**src/rtl/hni_rxdat.sv**
```systemverilog
// hni_rxdat: CHI-E DAT link-layer receiver. Grants L-credits, buffers flits, feeds the data buffer in order.
// Optional credit-violation error flag is built only when HNI_RXDAT_CRD_CHECK_EN is defined.
`ifndef CHIE_DAT_FLIT_WIDTH
`define CHIE_DAT_FLIT_WIDTH 8
`endif

module hni_rxdat #(
    parameter int RXDAT_FIFO_DEPTH = 4,
    parameter int DAT_FLIT_WIDTH   = `CHIE_DAT_FLIT_WIDTH,
    parameter int CNT_WIDTH        = 4
) (
    input  logic                      clk,
    input  logic                      rst,
    input  logic                      rxdat_link_active,
    input  logic                      rxdatflitv,
    input  logic [DAT_FLIT_WIDTH-1:0] rxdatflit,
    input  logic                      rxdatflitpend,
    output logic                      rxdatlcrdv,
    output logic                      rxdat_dbf_valid_s1,
    output logic [DAT_FLIT_WIDTH-1:0] rxdat_dbf_flit,
    input  logic                      dbf_rxdat_rdy_s1,
    output logic                      rxdat_crd_err
);

    localparam int                  PTR_W      = (RXDAT_FIFO_DEPTH > 1) ? $clog2(RXDAT_FIFO_DEPTH) : 1;
    localparam logic [CNT_WIDTH:0]  DEPTH_C    = (CNT_WIDTH+1)'(RXDAT_FIFO_DEPTH);
    localparam logic [PTR_W-1:0]    LAST_PTR_C = PTR_W'(RXDAT_FIFO_DEPTH - 1);

    // Pointer advance with explicit wrap so non-power-of-2 depths work.
    function automatic logic [PTR_W-1:0] ptr_inc(input logic [PTR_W-1:0] ptr);
        logic [PTR_W-1:0] nxt;
        if (ptr == LAST_PTR_C) begin
            nxt = '0;
        end else begin
            nxt = ptr + PTR_W'(1);
        end
        return nxt;
    endfunction

    logic [DAT_FLIT_WIDTH-1:0] mem_q [RXDAT_FIFO_DEPTH];
    logic [PTR_W-1:0]          wr_ptr_q, wr_ptr_d, rd_ptr_q, rd_ptr_d;
    logic [CNT_WIDTH-1:0]      fifo_cnt_q, fifo_cnt_d, crd_out_q, crd_out_d;
    logic                      lcrdv_q;
    logic [CNT_WIDTH:0]        crd_sum_s;
    logic                      crd_issue_s, flit_acc_s, head_vld_s, pop_s;
    logic                      unused_flitpend_s;

    assign unused_flitpend_s = rxdatflitpend;

    // Handshake decode; credit issue looks only at registered counters.
    always_comb begin
        crd_sum_s   = {1'b0, fifo_cnt_q} + {1'b0, crd_out_q};
        crd_issue_s = rxdat_link_active & (crd_sum_s < DEPTH_C);
        flit_acc_s  = rxdatflitv & (crd_out_q != '0);
        head_vld_s  = (fifo_cnt_q != '0);
        pop_s       = head_vld_s & dbf_rxdat_rdy_s1;
    end

    // Next-state for pointers and both counters.
    always_comb begin
        wr_ptr_d   = wr_ptr_q;
        rd_ptr_d   = rd_ptr_q;
        fifo_cnt_d = fifo_cnt_q;
        crd_out_d  = crd_out_q;
        if (flit_acc_s) begin
            wr_ptr_d = ptr_inc(wr_ptr_q);
        end else begin
            wr_ptr_d = wr_ptr_q;
        end
        if (pop_s) begin
            rd_ptr_d = ptr_inc(rd_ptr_q);
        end else begin
            rd_ptr_d = rd_ptr_q;
        end
        case ({flit_acc_s, pop_s})
            2'b10:   fifo_cnt_d = fifo_cnt_q + CNT_WIDTH'(1);
            2'b01:   fifo_cnt_d = fifo_cnt_q - CNT_WIDTH'(1);
            default: fifo_cnt_d = fifo_cnt_q;
        endcase
        case ({crd_issue_s, flit_acc_s})
            2'b10:   crd_out_d = crd_out_q + CNT_WIDTH'(1);
            2'b01:   crd_out_d = crd_out_q - CNT_WIDTH'(1);
            default: crd_out_d = crd_out_q;
        endcase
    end

    // Control state registers.
    always_ff @(posedge clk or posedge rst) begin
        if (rst) begin
            wr_ptr_q   <= '0;
            rd_ptr_q   <= '0;
            fifo_cnt_q <= '0;
            crd_out_q  <= '0;
            lcrdv_q    <= 1'b0;
        end else begin
            wr_ptr_q   <= wr_ptr_d;
            rd_ptr_q   <= rd_ptr_d;
            fifo_cnt_q <= fifo_cnt_d;
            crd_out_q  <= crd_out_d;
            lcrdv_q    <= crd_issue_s;
        end
    end

    // Flit storage; dropped (uncredited) flits never reach it.
    always_ff @(posedge clk or posedge rst) begin
        if (rst) begin
            for (int i = 0; i < RXDAT_FIFO_DEPTH; i++) begin
                mem_q[i] <= '0;
            end
        end else if (flit_acc_s) begin
            mem_q[wr_ptr_q] <= rxdatflit;
        end
    end

    assign rxdatlcrdv         = lcrdv_q;
    assign rxdat_dbf_valid_s1 = head_vld_s;
    assign rxdat_dbf_flit     = head_vld_s ? mem_q[rd_ptr_q] : '0;

`ifdef HNI_RXDAT_CRD_CHECK_EN
    logic crd_err_q;

    // Sticky flag for a flit arriving without an outstanding credit.
    always_ff @(posedge clk or posedge rst) begin
        if (rst) begin
            crd_err_q <= 1'b0;
        end else if (rxdatflitv && (crd_out_q == '0)) begin
            crd_err_q <= 1'b1;
        end
    end

    assign rxdat_crd_err = crd_err_q;
`else
    assign rxdat_crd_err = 1'b0;
`endif

endmodule
```
**config.mk**
```make
export PLATFORM = sky130hd
export DESIGN_NAME = hni_rxdat
export DESIGN_NICKNAME = d
export VERILOG_FILES = /design/src/rtl/hni_rxdat.sv
export SDC_FILE = /design/constraint.sdc
export NUM_CORES = 1
export LEC_CHECK = 0
export ABC_AREA = 0
export CORE_UTILIZATION = 51
export CTS_BUF_LIST = sky130_fd_sc_hd__clkbuf_16
export DETAILED_ROUTE_END_ITERATION = 10
export MAX_ROUTING_LAYER = met4
export PLACE_DENSITY = 0.73
export SLEW_MARGIN = 5
export SYNTH_ARGS = -nofsm -noshare
export SYNTH_HDL_FRONTEND = slang
export SYNTH_SLANG_ARGS = --single-unit
```
**constraint.sdc**
```tcl
create_clock -name clk -period 3 [get_ports clk]
set_input_delay 0.6 -clock clk [delete_from_list [all_inputs] [get_ports clk]]
set_output_delay 0.6 -clock clk [all_outputs]
set_load 0.01 [all_outputs]
```
# Word-level counts from Yosys, hierarchy flattened
# Index checks and enable logic that the tools add are counted.
totals:
  in_bits: 14
  ff_bits: 45
  elab_cells: 47
  out_inout_bits: 11
op_classes:
  bitwise_logic: 5
  n_reduce_logical: 5
  n_addsub: 7
  mux: 11
  eq_ne: 6
  order_cmp: 4
op_table:
  columns: ["op", "count"]
  rows:
  - ["32-bit bitwise mux", 1]
  - ["8-bit 2-to-1 mux", 4]
  - ["8-bit binary-select mux with 2-bit select", 1]
  - ["8-bit demux with 2-bit select", 1]
  - ["4-bit one-hot mux with 2 select lines", 2]
  - ["4-bit by 1-bit adder with 4-bit output, second input constant", 2]
  - ["2-bit equality test, second input constant", 4]
  - ["4-bit nonzero test", 2]
  - ["4-bit by 1-bit subtractor with 4-bit output, second input constant", 2]
  - ["3-bit >= comparator, second input constant", 2]
  - ["2-bit inverter with 3-bit output", 2]
  - ["4-bit by 4-bit adder with 5-bit output", 1]
  - ["5-bit by 3-bit less-than comparator with 1-bit output, second input constant", 1]
  - ["2-bit by 1-bit adder with 2-bit output, second input constant", 2]
  - ["2-bit by 1-bit equality test with 1-bit output, second input constant", 2]
  - ["2-bit 2-to-1 mux", 2]
  - ["2-bit nonzero test", 2]
  - ["1-bit bitwise AND", 3]
  - ["3-bit by 1-bit less-than comparator with 1-bit output, second input constant", 1]
  - ["1-bit logical AND", 1]

# Logic depth before layout (Yosys ltp)
# Gate-level depths: netlist of run 1.
logic_depth:
  ltp_word: 6
  depth_mapped: 8

# Worst setup path before layout of run 1
# No wires, ideal clock.
synth_timing:
  path_type: "flip-flop to flip-flop"
  start: "reg fifo_cnt_q[0]"
  end: "reg fifo_cnt_q[3]"
  period_less_slack_ps: 2800
  path_slack_ps: 200
  path_buffers: 1
  required_ps: 2866
  t_arrival_ps: 2667
  path_stages_with_launch: 9
  cell_sequence: "dfrtp_1 or4_1 buf_2 and2_4 ha_1 ha_1 or4b_2 o311ai_0 o211ai_1"
synth_between:
  elab_chain_cells: 4
  elab_cells_between_ends: 8
  cone_classes: "add/sub: 2; eq/ne: 2; mux: 1; bitwise: 1; reduce/logical: 2"
synth_lines:
  columns: ["item", "line", "text"]
  rows:
  - ["start, declared", "42", "logic [CNT_WIDTH-1:0] fifo_cnt_q, fifo_cnt_d, crd_out_q, crd_out_d;"]
  - ["start signal, assigned", "98", "fifo_cnt_q <= fifo_cnt_d;"]
  - ["4-bit nonzero test *", "55", "head_vld_s = (fifo_cnt_q != '0);"]
  - ["net rxdat_dbf_valid_s1", "19", "output logic rxdat_dbf_valid_s1,"]
  - ["1-bit bitwise AND *", "56", "pop_s = head_vld_s & dbf_rxdat_rdy_s1;"]
  - ["net pop_s", "45", "logic crd_issue_s, flit_acc_s, head_vld_s, pop_s;"]
  - ["2-bit by 1-bit equality test with 1-bit output or 2-bit equality test (tied branches)", "75", "case ({flit_acc_s, pop_s})"]
  - ["4-bit one-hot mux with 2 select lines or 2-bit nonzero test (tied branches)", null, null]
# The timed path passes the listed nets; every way through them passes the cells marked *.
# A chain may end at the register's enable or synchronous reset.

# Final worst setup path of run 1
layout_timing:
  start: "reg rd_ptr_q[0]"
  end: "out rxdat_dbf_flit[0]"
layout_between:
  elab_chain_cells: 5
layout_lines:
  columns: ["item", "line", "text"]
  rows:
  - ["start, declared", "41", "logic [PTR_W-1:0] wr_ptr_q, wr_ptr_d, rd_ptr_q, rd_ptr_d;"]
  - ["start signal, assigned", "97", "rd_ptr_q <= rd_ptr_d;"]
  - ["2-bit inverter with 3-bit output (not written as such)", "117", "assign rxdat_dbf_flit = head_vld_s ? mem_q[rd_ptr_q] : '0;"]
  - ["8-bit binary-select mux with 2-bit select", "117", null]
  - ["8-bit 2-to-1 mux (not written as such) (2 in a row)", "117", null]
  - ["8-bit 2-to-1 mux", "117", null]
  - ["end, declared", "20", "output logic [DAT_FLIT_WIDTH-1:0] rxdat_dbf_flit,"]
# Every way passes these cells. The select of a mux whose other input is x is not followed.

==> impl_metrics.toml, run 1 <==
[timing]
rsz0062_at_grt = "no"
finalSetupViolations = 0
slew_viol_final = 0
relSlewSlack_pct = 61.43
finClkSkew_ns = 0.002995
worst_pin_slew_ns = 0.5785
timing.fmax_mhz = 355.8
hold_violations = 0
min_period_ns = 2.810
timing.final.crit_share_pct = 93.67
tns_ns = 0

[critical_path]
r2r_setup_slack_ns = 0.23
r2r-start = "fifo_cnt_q[0]"
worstPathMaxFanout = 11
arrival_ns = 2.21
crit_required_ns = 2.40
end_kind = "output pin"
path_class = "reg -> out"
r2r_cells = 7
start_kind = "register"
worstReg2RegEnd = "fifo_cnt_q[3]"

[layout]
multiInputGateArea_mm2 = 0.001212
num_antenna_cells = 0
layout.nets = 242
layout.cells.non_filler = 265
syn2layout_area_growth_pct = 18.63
fillCellCount = 326
layout-drive-gt1-share_pct = 31.46
seqCellArea_mm2 = 0.001126

[placed_design]
port_buffers = 22
dpl.hpwl_mm = 3.374
gp_congestion = 0.7819
dp.cells = 257

[job]
drv_cap = 0

[logic_synthesis]
yosys_most_used_dff = "dfrtp_1"
async_flop_share_pct = 100.0
synth.top_cell.area_share_pct = 46.58
synthTopCellsByCount = "dfrtp_1 (45), mux2_2 (34), ha_1 (14)"
yosysMostFrequentCell = "dfrtp_1"
synth_top_cell_by_area = "dfrtp_1"
ys_ff_latch = 45
netlist_instances = 182
yosysSeqAreaShare_pct = 46.58
synth-edff-count = 0
synth_cell_types = 33
synth_nets = 212
synth_area_mm2 = 0.002417
syn_avg_cell_area_um2 = 13.28
ys_top_cells_by_area = "dfrtp_1 (47%), mux2_2 (16%), mux4_2 (7.5%), ha_1 (7.2%), and2_1 (2.1%)"
yosysWarnings = 0

[clock_network]
clk_pin_slew_ns = 0.06
clockBufferDepth = 2
clock_latency_ns = 0.28
cts-root-buf = "clkbuf_16"
cts_made_buffers = 5
htreeDepth = 2
cts_setup_buffers = 0
hold_buffers = 0
cts_tree = "built"
cts_resized = 0
cts.sinks = 45

[global_route]
grt_pass1_vias = 1762
grt-ovfl-total = 0
track_usage_pct = 22.65
antenna_found_initial = 0
grt_max_degree = 46
grt_first_pass_wirelength_mm = 8.355

[routing]
routed_via_density = 5.826
wire_per_inst_um = 18.11
routed_wl_mm = 4.800
first_iter_violations = 116
final_antenna_net_count = 0
drc = 0
drt_pass1_iterations = 6
via_count = 1544

[status]
status = "complete, no violations"

[worst_hold_path]
worstHoldStart = "mem_q[10]"
holdPathEnd = "mem_q[10]"
hp-class = "reg -> reg"
hold_path_depth = 1

[die]
die_width_um = 70.85
fp.coreArea_mm2 = 0.004444
start_util_pct = 54.39
pin_count = 25
fp-row-count = 24
die_area_mm2 = 0.005019
dieHeight_um = 70.85

[power]
power_density_mw_per_mm2 = 1187
p_leak_nw = 1.249
peakVddDrop_mv = 0.4997
[layout make-up]
class	count	share of cell area, %
clock buffer	5	4.363
clock inverter	3	0.6108
inverter	13	1.702
multi-input combinational	118	42.28
sequential	45	39.27
tap	52	2.269
timing repair buffer	29	9.511
[per-stage QoR]
stage / total power [mW] / util (%) / hold WS, ns / area [um2] / setup slack [ns]
2_1_floorplan: 2.295 / - / 0.4739 / 2417 / 0.1997
3_3_place_gp: 2.734 / 61.32 / 0.4812 / 2725 / 0.1436
3_5_place_dp: 2.886 / 61.32 / 0.4883 / 2725 / 0.1012
4_1_cts: 3.429 / 64.53 / 0.5022 / 2868 / 0.1852
5_1_grt: 3.659 / 64.53 / 0.5234 / 2868 / 0.08211
6_report: 3.404 / 64.53 / 0.4998 / 2868 / 0.1898
[cells in the final DEF (no fill, tap or decap)]
cell type / n
inv_2: 1
xnor2_1: 2
dfrtp_1: 45
conb_1: 1
or4b_2: 2
nor2b_1: 1
nand2_2: 4
clkinv_1: 1
clkinv_4: 1
nor2_1: 3
clkdlybuf4s50_1: 22
xor2_1: 2
nand3_1: 5
o21ai_0: 4
nor3b_1: 6
mux2_2: 34
clkinv_2: 1
mux2_4: 2
or3_1: 1
mux4_2: 8
o211ai_1: 2
nand4_1: 1
o41ai_4: 1
buf_4: 7
a2111o_1: 2
a21oi_1: 4
and2_4: 1
o311ai_0: 2
mux2i_1: 2
and2_1: 8
nand2_1: 3
or4_1: 1
inv_1: 12
clkbuf_16: 5
fa_1: 2
ha_1: 14
[report_power, final]
group | internal, mW | total [mW] | switching, mW | leakage [nW]
clock | 0.305 | 0.527 | 0.222 | 0.0712
sequential | 0.923 | 1.22 | 0.293 | 0.537
combinational | 1.00 | 1.66 | 0.660 | 0.641
[worst max-delay path: stages (launching register included)]
cell	delay, ns
dfrtp_1	0.70
mux4_2	0.58
and2_1	0.17
clkdlybuf4s50_1	0.48
[worst max-delay path by stage]
stage	start	end	cells after the start
2_1_floorplan	fifo_cnt_q[0]	fifo_cnt_q[3]	8
3_3_place_gp	rxdat_link_active	crd_out_q[3]	8
3_5_place_dp	rxdat_link_active	crd_out_q[3]	8
4_1_cts	rd_ptr_q[0]	rxdat_dbf_flit[0]	3
5_1_grt	fifo_cnt_q[0]	fifo_cnt_q[3]	7
6_report	rd_ptr_q[0]	rxdat_dbf_flit[0]	3
[flip-flops by register name, indices dropped and copies added, names as in the netlist]
signal and cells:
rd_ptr_q 2, rxdatlcrdv 1, mem_q 32, wr_ptr_q 2, fifo_cnt_q 4, crd_out_q 4
[layer usage]
| metal | wire, um | track usage, % | vias to the layer above |
|---|---|---|---|
| li1 | - | - | 723 |
| met1 | 2033 | 25.88 | 789 |
| met2 | 2623 | 40.06 | 30 |
| met3 | 131 | 5.271 | 2 |
| met4 | 12 | 6.000 | 0 |
| met5 | 0 | - | - |
[cells by family (layout without fill, tap and decap cells)]
| family | Yosys count | count (layout) | share of synthesized area (%) |
|---|---|---|---|
| other | 1 | 1 | 0.1551 |
| AO/OA/AOI/OAI | 15 | 15 | 5.073 |
| flip-flops | 45 | 45 | 46.58 |
| buffers and inverters | 19 | 50 | 3.261 |
| AND/OR/NAND/NOR | 36 | 36 | 9.214 |
| adder cells (fa/ha/maj) | 16 | 16 | 8.903 |
| multiplexers | 46 | 46 | 25.36 |
| XOR/XNOR | 4 | 4 | 1.450 |
No activity file was read; power rests on OpenSTA's default activity.
==> run 2: changes to the inputs <==
--- a/config.mk
+++ b/config.mk
@@ -9,6 +9,7 @@
 export CORE_UTILIZATION = 51
 export CTS_BUF_LIST = sky130_fd_sc_hd__clkbuf_16
 export DETAILED_ROUTE_END_ITERATION = 10
+export HOLD_SLACK_MARGIN = 0.06
 export MAX_ROUTING_LAYER = met4
 export PLACE_DENSITY = 0.73
 export SLEW_MARGIN = 5
==> results of run 2 <==
No change in the layout: final DEF, timing and power equal those of run 1.
